**src/rtl/regfile_debug_sequencer.sv**
```systemverilog
// ============================================================================
// Module   : regfile_debug_sequencer
// Purpose  : Debug-host engine that reads and writes the register file through
//            read port 1 and write port 3. Read data goes back over a
//            valid/ready response channel.
// Revision : 1.0  initial release
// ============================================================================
`default_nettype none

module regfile_debug_sequencer #(
    parameter int NREGS = 32,
    parameter int AW    = 5,
    parameter int DW    = 32
) (
    input  logic          clk,
    input  logic          reset,
    input  logic          i_cmd_valid,
    output logic          o_cmd_ready,
    input  logic [1:0]    i_cmd_op,
    input  logic [AW-1:0] i_cmd_addr,
    input  logic [DW-1:0] i_cmd_data,
    output logic          o_rsp_valid,
    input  logic          i_rsp_ready,
    output logic [AW-1:0] o_rsp_addr,
    output logic [DW-1:0] o_rsp_data,
    output logic          o_rsp_last,
    output logic [AW-1:0] o_rf_a1,
    input  logic [DW-1:0] i_rf_rd1,
    output logic          o_rf_we3,
    output logic [AW-1:0] o_rf_a3,
    output logic [DW-1:0] o_rf_wd3,
    output logic          o_busy
);

    localparam logic [1:0]    c_OP_READ  = 2'b00;
    localparam logic [1:0]    c_OP_WRITE = 2'b01;
    localparam logic [1:0]    c_OP_DUMP  = 2'b10;
    localparam logic [1:0]    c_OP_CLEAR = 2'b11;
    localparam logic [AW-1:0] c_LAST_IDX = AW'(NREGS - 1);
    localparam logic [AW-1:0] c_IDX_ONE  = AW'(1);

    typedef enum logic [2:0] {
        S_IDLE     = 3'd0,
        S_RD_ISSUE = 3'd1,
        S_RD_WAIT  = 3'd2,
        S_WR       = 3'd3,
        S_CLR      = 3'd4
    } state_t;

    state_t        r_state, w_state_nxt;
    logic [AW-1:0] r_idx, w_idx_nxt;
    logic [1:0]    r_op, w_op_nxt;
    logic [DW-1:0] r_data, w_data_nxt;
    logic          r_rsp_valid, w_rsp_valid_nxt;
    logic          r_rsp_last, w_rsp_last_nxt;
    logic [AW-1:0] r_rsp_addr, w_rsp_addr_nxt;
    logic [DW-1:0] r_rsp_data, w_rsp_data_nxt;

    always_ff @(posedge clk or posedge reset) begin
        if (reset) begin
            r_state     <= S_IDLE;
            r_idx       <= '0;
            r_op        <= c_OP_READ;
            r_data      <= '0;
            r_rsp_valid <= 1'b0;
            r_rsp_last  <= 1'b0;
            r_rsp_addr  <= '0;
            r_rsp_data  <= '0;
        end else begin
            r_state     <= w_state_nxt;
            r_idx       <= w_idx_nxt;
            r_op        <= w_op_nxt;
            r_data      <= w_data_nxt;
            r_rsp_valid <= w_rsp_valid_nxt;
            r_rsp_last  <= w_rsp_last_nxt;
            r_rsp_addr  <= w_rsp_addr_nxt;
            r_rsp_data  <= w_rsp_data_nxt;
        end
    end

    always_comb begin
        w_state_nxt     = r_state;
        w_idx_nxt       = r_idx;
        w_op_nxt        = r_op;
        w_data_nxt      = r_data;
        w_rsp_valid_nxt = r_rsp_valid;
        w_rsp_last_nxt  = r_rsp_last;
        w_rsp_addr_nxt  = r_rsp_addr;
        w_rsp_data_nxt  = r_rsp_data;
        o_rf_a1         = '0;
        o_rf_we3        = 1'b0;
        o_rf_a3         = '0;
        o_rf_wd3        = '0;

        case (r_state)
            S_IDLE: begin
                if (i_cmd_valid) begin
                    w_op_nxt   = i_cmd_op;
                    w_data_nxt = i_cmd_data;
                    // idx doubles as the WRITE target address
                    case (i_cmd_op)
                        c_OP_READ: begin
                            w_idx_nxt   = i_cmd_addr;
                            w_state_nxt = S_RD_ISSUE;
                        end
                        c_OP_WRITE: begin
                            w_idx_nxt   = i_cmd_addr;
                            w_state_nxt = S_WR;
                        end
                        c_OP_DUMP: begin
                            w_idx_nxt   = '0;
                            w_state_nxt = S_RD_ISSUE;
                        end
                        default: begin
                            w_idx_nxt   = c_IDX_ONE;
                            w_state_nxt = S_CLR;
                        end
                    endcase
                end
            end
            S_RD_ISSUE: begin
                o_rf_a1         = r_idx;
                w_rsp_data_nxt  = i_rf_rd1;
                w_rsp_addr_nxt  = r_idx;
                w_rsp_valid_nxt = 1'b1;
                w_rsp_last_nxt  = (r_op == c_OP_READ) || (r_idx == c_LAST_IDX);
                w_state_nxt     = S_RD_WAIT;
            end
            S_RD_WAIT: begin
                o_rf_a1 = r_idx;
                if (i_rsp_ready) begin
                    w_rsp_valid_nxt = 1'b0;
                    if (r_rsp_last) begin
                        w_state_nxt = S_IDLE;
                    end else begin
                        w_idx_nxt   = r_idx + c_IDX_ONE;
                        w_state_nxt = S_RD_ISSUE;
                    end
                end
            end
            S_WR: begin
                o_rf_we3    = 1'b1;
                o_rf_a3     = r_idx;
                o_rf_wd3    = r_data;
                w_state_nxt = S_IDLE;
            end
            S_CLR: begin
                o_rf_we3 = 1'b1;
                o_rf_a3  = r_idx;
                // stop on the last index so idx never wraps back to 0
                if (r_idx == c_LAST_IDX) begin
                    w_state_nxt = S_IDLE;
                end else begin
                    w_idx_nxt = r_idx + c_IDX_ONE;
                end
            end
            default: begin
                w_state_nxt = S_IDLE;
            end
        endcase
    end

    assign o_cmd_ready = (r_state == S_IDLE);
    assign o_busy      = ~o_cmd_ready;
    assign o_rsp_valid = r_rsp_valid;
    assign o_rsp_last  = r_rsp_last;
    assign o_rsp_addr  = r_rsp_addr;
    assign o_rsp_data  = r_rsp_data;

endmodule

`default_nettype wire

```
**config.mk**
```make
export PLATFORM = sky130hd
export DESIGN_NAME = regfile_debug_sequencer
export DESIGN_NICKNAME = d
export VERILOG_FILES = /design/src/rtl/regfile_debug_sequencer.sv
export SDC_FILE = /design/constraint.sdc
export NUM_CORES = 1
export LEC_CHECK = 0
export BUFFER_PORTS_ARGS = -buffer_cell sky130_fd_sc_hd__clkbuf_2
export CORE_MARGIN = 1
export CORE_UTILIZATION = 47
export DETAILED_ROUTE_END_ITERATION = 10
export PLACE_DENSITY_LB_ADDON = 0.2
export SLEW_MARGIN = 20
export SYNTH_ARGS = -nofsm -noshare
export SYNTH_HDL_FRONTEND = slang
export SYNTH_SLANG_ARGS = --single-unit
```
**constraint.sdc**
```tcl
create_clock -name clk -period 3.9 [get_ports clk]
set_clock_uncertainty 0.15 [all_clocks]
set_input_delay 0.975 -clock clk [delete_from_list [all_inputs] [get_ports clk]]
set_output_delay 0.975 -clock clk [all_outputs]
set_load 0.05 [all_outputs]
```
; ---- Word-level counts from Yosys, hierarchy flattened
; Index checks and enable logic that the tools add are counted.
[word_totals]
register_bits = 81
elab_cells = 54
out_inout_bits = 84
[op_classes]
mux = 18
n_bitwise = 1
n_eq_ne = 12
n_reduce_logical = 14
addsub = 1
[op_table]
columns = operator, n
row1 = 2-to-1 mux 32 bit, 1
row2 = 2-to-1 mux 5 bit, 6
row3 = case mux 5 bit (3 select lines), 1
row4 = case mux 3 bit (4 select lines), 1
row5 = inequality test 2 bit (second input constant), 5
row6 = case mux 5 bit (2 select lines), 1
row7 = 2-to-1 mux 3 bit, 3
row8 = OR reduction 2 bit, 4
row9 = == test 3 x 2 -> 1 bit (second input constant), 2
row10 = case mux 3 bit (2 select lines), 1
row11 = adder 5 x 1 -> 5 bit (second input constant), 1
row12 = == test 5 bit (second input constant), 1
row13 = AND reduction 5 bit, 1
row14 = zero test 2 bit, 2
row15 = AND reduction 2 bit, 2
row16 = == test 3 x 1 -> 1 bit (second input constant), 1
row17 = == test 3 bit (second input constant), 1
row18 = zero test 3 bit, 1
row19 = 2-to-1 mux 1 bit, 3
row20 = AND reduction 3 bit, 1
row21 = nonzero test 3 bit, 1
row22 = == test 2 x 1 -> 1 bit (second input constant), 1
row23 = == test 2 bit (second input constant), 1
row24 = case mux 1 bit (2 select lines), 1
row25 = 3 further kinds, 3

; ---- Longest topological paths before layout
[depth]
depth_word = 5
mapped_depth = 7
ltp_nobuf = 7

; ---- Least setup slack after synthesis
; Ideal clock, no wire load.
[synth_timing]
kind = reg2out
from = reg r_state[0]
to = out o_rf_a1[1]
path_stages_with_launch = 4
t_arrival_ns = 1.832
n_path_buf = 1
required_ns = 2.775
setup_slack_ns = 0.943
cell_sequence = dfrtp_1 clkbuf_1 xnor2_1 nor3_1
[synth_between]
elab_chain_len = 3
elab_cells_between_ends = 4
[synth_rtl]
columns = element, line_no
row1 = from (decl), 50  ; state_t r_state, w_state_nxt;
row2 = from (signal assigned), 70  ; r_state <= w_state_nxt;
row3 = == test 3 x 2 -> 1 bit / == test 3 x 1 -> 1 bit (equally long branches), 95  ; case (r_state)
row4 = OR reduction 2 bit (no line) *, -
row5 = 2-to-1 mux 5 bit *, 95
row6 = to (decl), 27  ; output logic [AW-1:0] o_rf_a1,
; Every way passes the cells marked *; elsewhere a longest branch is shown, timed or not.

; ---- Worst setup path after layout
[layout_timing]
from = reg r_state[2]
to = out o_rf_a3[2]
[layout_between]
elab_chain_len = 3
elab_cells_between_ends = 4
[layout_rtl]
columns = element, line_no
row1 = == test 3 bit / == test 3 x 2 -> 1 bit (equally long branches), 95
row2 = OR reduction 2 bit (no line) *, -
row3 = 2-to-1 mux 5 bit *, 95
row4 = to (decl), 30  ; output logic [AW-1:0] o_rf_a3,
; Marks and branches as above.

==> metrics.md <==
| Metric | Value |
|---|---|
| Number of port buffers | `around 160` |
| Final setup vio count | `0` |
| Netlist cell types | `33` |
| Final hold vios | `0` |
| Syn Inst Count | `280` |
| Fin util | `64.3%` |
| Initial core utilization | `49.4%` |
| CP max FO | `11` |
| Setup total negative slack | `0 ns` |
| Post-Syn Area per Cell | `13.0 um^2` |
| Commonest non-fill, non-tap cell in the layout | `clkbuf_2` |
| Post-CTS setup buffer count | `0` |
| Leak Pwr | `0.00240 uW` |
| DRT Wirelength | `7650 um` |
| Clock Sinks | `~80` |
| WS Path Type | `flip-flop to primary output` |
| DR vias/cell | `4.92` |
| DRT iter0 DRCs | `78` |
| Final WS setup | `0.698 ns` |
| Root Buffer | `clkbuf_8` |
| Max Freq | `312 MHz` |
| Clk_lat worst skew | `0.34 ns` |
| Critical path required time | `2.77 ns` |
| Clock Pin Slew Worst Setup and Hold Paths | `0.08 ns` |
| Diodes inserted | `0` |
| Startpoint types | `flip-flop` |
| Die area | `0.00810 mm^2` |
| Area delta synth->final | `30.1%` |
| Number of synthesized flops with an enable pin | `0` |
| CTS tree | `yes` |
| RSZ-0062 raised after global routing | `false` |
| Tightest Pin Transition | `around 0.74 ns` |
| Worst slew margin | `between 50 and 60%` |
| Largest net degree at the start of global routing | `63` |
| Commonest non-fill, non-tap cells in the layout | `158 x clkbuf_2, 81 x dfrtp_1, 41 x mux2_2` |
| Final critical-path required period | `3.20 ns` |
| Synth Register Bits | `81` |
| Resized cells post-CTS | `0` |
| Max-Cap Viols | `0` |
| CP arrival | `2.08 ns` |
| H-tree level count | `3` |
| Synth Cell Area | `0.00364 mm^2` |
| WL/cell | `14.1 um` |
| Dpl cells | `approximately 530` |
| Num CTS Buffers | `9` |
| Crit end category | `primary output` |
| # rows | `31` |
| Ys Warns | `0` |
| Yosys top cell by area | `dfrtp_1` |
| Fill count | `622` |
| Final period util | `between 80% and 90%` |
| Drt pass-1 iters | `4` |
| Number of global-route vias before repair | `~2,700` |
| Io pins | `159` |
| CTS Hold Bufs | `0` |
| Clock Path Buffers | `2` |
| Layout cells sized above 1 | `50.8%` |
| Post-Layout Cell Count | `542` |
| Pre-CTS setup slack | `1.09 ns` |
| HP Class | `flip-flop to flip-flop` |
| Power per cell area | `between 1000 and 1500 mW/mm^2` |
| Run status | `finished clean` |
| Max Slew Vio Count | `0` |
| Area contributors post-synth | `dfrtp_1 56%, mux2_2 13%, mux2_1 9.3%` |
| Final antenna-violating net count | `0` |
| Synthesized net count | `357` |
| Top FF cell, synth | `dfrtp_1` |
| Final net count | `515` |
| Gpl congestion | `0.852` |
| DRC | `0` |
| Synth top area share | `55.7%` |
| GRT Total Usage | `19.6%` |
| Number of antenna violations at the first check in global routing | `0` |
| Via count | `2,668` |
| First-pass GRT wire length | `12,800 um` |
| Core Region | `0.00737 mm^2` |
| DP HPWL | `5610 um` |
| Die Y | `90.0 um` |
| Maximum VDD drop | `around 650 uV` |
| Die width | `90.0 um` |
| Register area share after synthesis | `between 50% and 60%` |
| Async SR Flop Fraction | `100%` |
| Gr ovfl total | `0` |
[metal layers]
| layer | vias up | global-route usage [%] | wire length [um] |
|---|---|---|---|
| li1 | 1272 | - | - |
| met3 | 9 | 4.74 | 578 |
| met1 | 1265 | 25.3 | 3290 |
| met2 | 122 | 31.6 | 3690 |
| met5 | - | 0 | 0 |
| met4 | 0 | 8.33 | 81 |
[layout make-up]
cell class / count / area (um^2) / share of cell area (%)
Sequential cell: 81 / 2030 / 42.8
Multi-Input combinational cell: 175 / 1480 / 31.2
Timing Repair Buffer: 163 / 828 / 17.5
Clock inverter: 7 / 125 / 2.64
Clock buffer: 9 / 124 / 2.61
Tap cell: 99 / 124 / 2.61
Inverter: 8 / 32.5 / 0.687
[sequential cells by signal (all words and copies together) (netlist names)]
signal       cells
o_rsp_addr       5
o_rsp_data      32
o_rsp_last       1
o_rsp_valid      1
r_data          32
r_idx            5
r_op             2
r_state          3
[where the power goes]
group / switching (uW) / total, uW / internal, uW / leakage [uW]
clock network: 310 / 742 / 432 / 0.000124
logic: 1730 / 2540 / 804 / 0.00131
registers: 265 / 1530 / 1270 / 0.000959
[worst max-delay path: stages, from the launching register on]
cell and delay [ns]:
dfrtp_1 0.57, inv_1 0.14, and3_1 0.23, a21oi_1 0.44, nor2b_1 0.10, clkbuf_2 0.26
[synth_stat cells, drive strengths merged (2+ instances only)]
library cell  instances
buf                  11
nor2                  9
o21ai                 4
a2bb2oi               3
and3                  3
mux2i                 4
and2                 37
xnor2                 2
inv                   8
ha                    2
o22ai                 2
clkbuf                5
a21oi                 7
or3                   2
o211ai                2
nand2                 6
nor3                  2
mux2                 73
nor2b                 9
dfrtp                81
[stage by stage]
stage | total power (uW) | area (um^2) | hold slack (ns)
global placement | 4040 | 4490 | 0.308
CTS | 4860 | 4740 | 0.336
detailed placement | 4110 | 4490 | 0.317
finish | 4810 | 4740 | 0.329
floorplan | 3570 | 3640 | 0.299
global route | 5070 | 4740 | 0.350
[cells by family (layout without fill, tap and decap cells)]
family	Yosys count	after routing	share of synthesized area, %
DFF	81	81	55.7
and+or+nand+nor	71	71	11.2
adders and majority gates	2	2	0.687
buffers and inverters	24	187	3.78
AOI/OAI and AO/OA	23	23	4.12
xor gates and xnor gates	2	2	0.687
muxes	77	77	23.9
[final timing paths]
| path | cells after the start | endpoint | startpoint | slack (ns) |
|---|---|---|---|---|
| worst max-delay path | 5 | o_rf_a3[2] | r_state[2]$_DFFE_PP0P_ | 0.70 |
| worst min-delay path | 1 | r_data[9]$_DFFE_PP0P_ | r_data[9]$_DFFE_PP0P_ | 0.33 |
| worst max register to register | 7 | r_idx[4]$_DFFE_PP0P_ | r_idx[0]$_DFFE_PP0P_ | 1.36 |
| worst min register to register | 1 | r_data[9]$_DFFE_PP0P_ | r_data[9]$_DFFE_PP0P_ | 0.33 |
| max in group asynchronous | 3 | o_rsp_addr[2]$_DFFE_PP0P_ | reset | 2.34 |
| min in group asynchronous | 2 | o_rsp_data[27]$_DFFE_PP0P_ | reset | 0.61 |
Note: power is estimated with default switching activity, not from simulation.
